===== config.mk =====
export PLATFORM = sky130hd
export DESIGN_NAME = pulse_period_meter
export DESIGN_NICKNAME = d
export VERILOG_FILES = /design/src/rtl/pulse_period_meter_pkg.sv /design/src/rtl/pulse_period_meter_edge_detect.sv /design/src/rtl/pulse_period_meter.sv
export SDC_FILE = /design/constraint.sdc
export NUM_CORES = 1
export LEC_CHECK = 0
export CAP_MARGIN = 0
export CORE_MARGIN = 5
export CORE_UTILIZATION = 56
export DETAILED_ROUTE_END_ITERATION = 7
export PLACE_DENSITY = 0.84
export SYNTH_ARGS = -nofsm -noshare
export SYNTH_HDL_FRONTEND = slang
export SYNTH_SLANG_ARGS = --single-unit

===== constraint.sdc =====
create_clock -name clk -period 3.2 [get_ports clk]
set_clock_uncertainty 0.1 [all_clocks]
set_input_delay 0.64 -clock clk [delete_from_list [all_inputs] [get_ports clk]]
set_output_delay 0.64 -clock clk [all_outputs]
set_load 0.01 [all_outputs]

===== src/rtl/pulse_period_meter_pkg.sv =====
// Shared types and constants for the pulse period meter.
package pulse_period_meter_pkg;

  localparam int DEFAULT_WIDTH = 8;

  typedef enum logic [1:0] {
    IDLE  = 2'd0,
    COUNT = 2'd1,
    SAT   = 2'd2
  } state_e;

endpackage


===== src/rtl/pulse_period_meter_edge_detect.sv =====
// Rising-edge detector for the measured pulse train.
// Define PULSE_METER_SYNC_EN to put a two-flop synchronizer in front of it.
module edge_detect (
  input  logic clk,
  input  logic rst,
  input  logic in,
  output logic rise
);

  logic in_s;
  logic pulse_q;

`ifdef PULSE_METER_SYNC_EN
  logic [1:0] sync_q;

  always_ff @(posedge clk or negedge rst) begin
    if (!rst) sync_q <= '0;
    else      sync_q <= {sync_q[0], in};
  end

  assign in_s = sync_q[1];
`else
  assign in_s = in;
`endif

  always_ff @(posedge clk or negedge rst) begin
    if (!rst) pulse_q <= 1'b0;
    else      pulse_q <= in_s;
  end

  assign rise = in_s & ~pulse_q;

endmodule


===== src/rtl/pulse_period_meter.sv =====
// Measures clk cycles between consecutive pulse rising edges, saturating at
// all-ones. PULSE_METER_SYNC_EN enables the input synchronizer in edge_detect.
module pulse_period_meter
  import pulse_period_meter_pkg::*;
#(
  parameter int WIDTH = DEFAULT_WIDTH
) (
  input  logic             clk,
  input  logic             rst,
  input  logic             en,
  input  logic             pulse,
  input  logic [WIDTH-1:0] expected,
  output logic [WIDTH-1:0] period,
  output logic             valid,
  output logic             ovf,
  output logic             match
);

  localparam logic [WIDTH-1:0] CNT_MAX = '1;
  localparam logic [WIDTH-1:0] CNT_ONE = WIDTH'(1);

  logic             rise;
  state_e           state_q, state_d;
  logic [WIDTH-1:0] cnt_q, cnt_d;
  logic [WIDTH-1:0] period_q, period_d;
  logic             valid_q, valid_d;
  logic             ovf_q, ovf_d;
  logic             match_q, match_d;

  edge_detect u_edge (
    .clk  (clk),
    .rst  (rst),
    .in   (pulse),
    .rise (rise)
  );

  always_comb begin
    state_d  = state_q;
    cnt_d    = cnt_q;
    period_d = period_q;
    ovf_d    = ovf_q;
    valid_d  = 1'b0;
    if (!en) begin
      // a rise in the same cycle as en dropping is deliberately lost
      state_d = IDLE;
      cnt_d   = '0;
    end else begin
      unique case (state_q)
        IDLE: begin
          cnt_d = '0;
          if (rise) begin
            state_d = COUNT;
            cnt_d   = CNT_ONE;
          end
        end
        COUNT: begin
          if (rise) begin
            period_d = cnt_q;
            ovf_d    = 1'b0;
            valid_d  = 1'b1;
            cnt_d    = CNT_ONE;
          end else if (cnt_q == CNT_MAX) begin
            state_d = SAT;
          end else begin
            cnt_d = cnt_q + CNT_ONE;
          end
        end
        SAT: begin
          if (rise) begin
            period_d = CNT_MAX;
            ovf_d    = 1'b1;
            valid_d  = 1'b1;
            cnt_d    = CNT_ONE;
            state_d  = COUNT;
          end
        end
        default: begin
          state_d = IDLE;
          cnt_d   = '0;
        end
      endcase
    end
    match_d = valid_d && (period_d == expected);
  end

  always_ff @(posedge clk or negedge rst) begin
    if (!rst) begin
      state_q  <= IDLE;
      cnt_q    <= '0;
      period_q <= '0;
      valid_q  <= 1'b0;
      ovf_q    <= 1'b0;
      match_q  <= 1'b0;
    end else begin
      state_q  <= state_d;
      cnt_q    <= cnt_d;
      period_q <= period_d;
      valid_q  <= valid_d;
      ovf_q    <= ovf_d;
      match_q  <= match_d;
    end
  end

  assign period = period_q;
  assign valid  = valid_q;
  assign ovf    = ovf_q;
  assign match  = match_q;

endmodule


==> results.tsv <==
metric	value	unit
areaGrowthSynthToFinish	19.4	%
synth_top_area_share	42.0	%
place_hpwl	2120	µm
crit_type	reg -> reg	
use_met1	23.3	%
worstHoldStart	ovf	
min_to	ovf	
numPortBuffers	22	
post_cts_buffers	0	
gp_congestion	0.833	
crit_path_max_incr_delay	0.65	ns
final.period_utilization	72.1	%
hold_viol	0	
worst_pin_slew	0.738	ns
root_buffer	clkbuf_4	
period_minus_slack	2.31	ns
power_frac_seq	43.4	%
path_clk_slew	0.12	ns
end_kind	flop	
rsz0062_at_grt	no	
p_sw	0.000273	W
postCtsHoldBufs	0	
ff2ff_path_depth	6	
dr.pass1.iters	4	
cts_resized	0	
cts_tree	done	
p_comb_share	38.2	%
synth_most_common_cell	dfrtp_1	
crit_start	state_q[1]	
r2r_setup_slack	0.89	ns
cts_made_buffers	3	
drive_gt1_share	7.32	%
p_per_area	532	nW/µm²
cp_max_fo	20	
clk_path_buf_depth	2	
die_h	58.4	µm
timing.rr.end	cnt_q[7]	
p_int	0.000560	W
r2r_start	state_q[1]	
run_status	finished, final reports clean	
insertion_delay	0.31	ns
antenna_found_initial	0	
drt_first_iter_violations	44	
synth_area	1310	µm²
switching_share	32.8	%
die-width	58.4	µm
syn-num-nets	161	
htree_levels	1	
ys_top_cells_by_count	dfrtp_1, nor2_1, nand2_1, o21ai_0, a21oi_1	
maxSlewViolCount	0	
grt_pass1_wl	4650	µm
ys_ff_latch	22	
ir_drop	0.322	mV
drc	0	
synthesis.instances	143	
postRouteAntennaNets	0	
grt_usage	17.4	%
viasPerCell	5.78	
ys_async_sr_fraction	100	%
synthTopCellsByArea	dfrtp_1, ha_1, nor2_1, o21ai_0, a21oi_1	
synth_edf_count	0	
worstPathArrival	2.41	ns
vias	1110	
cp-start-kind	flop	
final-setup-viol-count	0	
crit_chain	inv_1 > ha_1 > a31oi_1 > nor2_1 > o21ai_0 > o41ai_1	
synth_top_cell_by_area	dfrtp_1	
dieArea	3410	µm²
ys_types	38	
hold_path.class	reg -> reg	
tns	0	ns
relSlewSlack	50.8	%
synth_flop_cell	dfrtp_1	
dp_cells	188	
top_usage_layer	met2	
required	3.31	ns
initial_core_util	58.7	%
core_area	2230	µm²
grt-ovfl-total	0	
min_delay_path_depth	1	
grt.met2_usage	27.9	%
slowest_stage	ha_1	
diodes	0	
nets	183	
fin_cells	192	
fmax	433	MHz
cap_violations	0	
yosysSeqAreaShare	42.0	%
rows	17	
grt_util_met3	3.07	%
grt_max_degree	23	
p_leak	0.679	nW
grt_pass1_vias	1040	
syn-mean-instance-area	9.16	µm²
totalWireLength	2810	µm
ioPinCount	23	
avgRoutedWirePerCell	14.6	µm
yosys_warnings	0	
clkPwrFrac	18.3	%
clock_sinks	22	
==> stage by stage <==
step	util [%]	cell area, µm²	setup slack, ns	hold slack (ns)	power [W]
floorplan	-	1310	1.30	0.244	0.000550
global placement	68.4	1530	0.692	0.376	0.000680
CTS	70.0	1560	0.873	0.418	0.000841
global route	70.0	1560	0.658	0.447	0.000883
detailed placement	68.4	1530	0.569	0.389	0.000688
finish	70.0	1560	0.892	0.416	0.000832
==> worst max-delay path by stage <==
| stage | end | depth (start not counted) | slack, ns |
|---|---|---|---|
| finish | cnt_q[7] | 6 | 0.89 |
| global route | cnt_q[7] | 6 | 0.66 |
| CTS | cnt_q[7] | 6 | 0.87 |
| detailed placement | match | 6 | 0.57 |
| global placement | match | 6 | 0.69 |
| floorplan | match | 8 | 1.30 |
==> final cells by class <==
type / count / area [µm²]
fillers: 162 / 669
flip-flops and latches: 22 / 551
multi-input cells: 106 / 681
well taps: 28 / 35.0
repair buffers: 23 / 228
clock buffers: 4 / 36.3
inverters: 9 / 33.8
==> state kept, by name, indices dropped and copies added, names as in the netlist <==
| register | count |
|---|---|
| state_q | 2 |
| u_edge.pulse_q | 1 |
| match | 1 |
| period | 8 |
| ovf | 1 |
| cnt_q | 8 |
| valid | 1 |
==> cells by family after synthesis <==
kind of cell / count (synthesis) / share of synthesized area (%)
AOI/OAI and AO/OA: 46 / 24.2
xor gates and xnor gates: 1 / 0.669
adders and majority gates: 6 / 5.73
DFF: 22 / 42.0
and+or+nand+nor: 53 / 21.4
buffers and inverters: 15 / 6.02
==> cell usage in the layout, fill, tap and decap left out, types with 2 or more instances in the layout <==
cell / instances
dfrtp_1: 22
clkdlybuf4s50_1: 22
nor2_1: 17
nand2_1: 13
o21ai_0: 11
a21oi_1: 10
inv_1: 9
ha_1: 6
o21ai_1: 5
o41ai_1: 4
nand3_1: 4
and2_1: 3
nor2b_1: 3
and3_1: 3
clkbuf_4: 3
nand2b_1: 2
o221ai_1: 2
o22ai_1: 2
a211o_1: 2
a31oi_1: 2
==> worst max-delay path, delay by kind of cell, from the launching register on <==
family	cells	cell delay, ns
AOI/OAI and AO/OA	3	0.44
adders and majority gates	1	0.65
buffers and inverters	1	0.12
DFF	1	0.42
and+or+nand+nor	1	0.48
==> power by group through the flow <==
stage | sequential, W | combinational, W | clock (W)
floorplan | 0.000386 | 0.000164 | 0
global placement | 0.000365 | 0.000316 | 0
detailed placement | 0.000368 | 0.000320 | 0
CTS | 0.000362 | 0.000321 | 0.000158
global route | 0.000369 | 0.000345 | 0.000169
finish | 0.000361 | 0.000318 | 0.000153
==> layer usage <==
layer | vias up | wire (µm)
met3 | 2 | 214
met2 | 34 | 1350
li1 | 556 | -
met5 | - | 0
met1 | 518 | 1240
met4 | 0 | 13
Note: power is estimated with default switching activity, not from simulation.
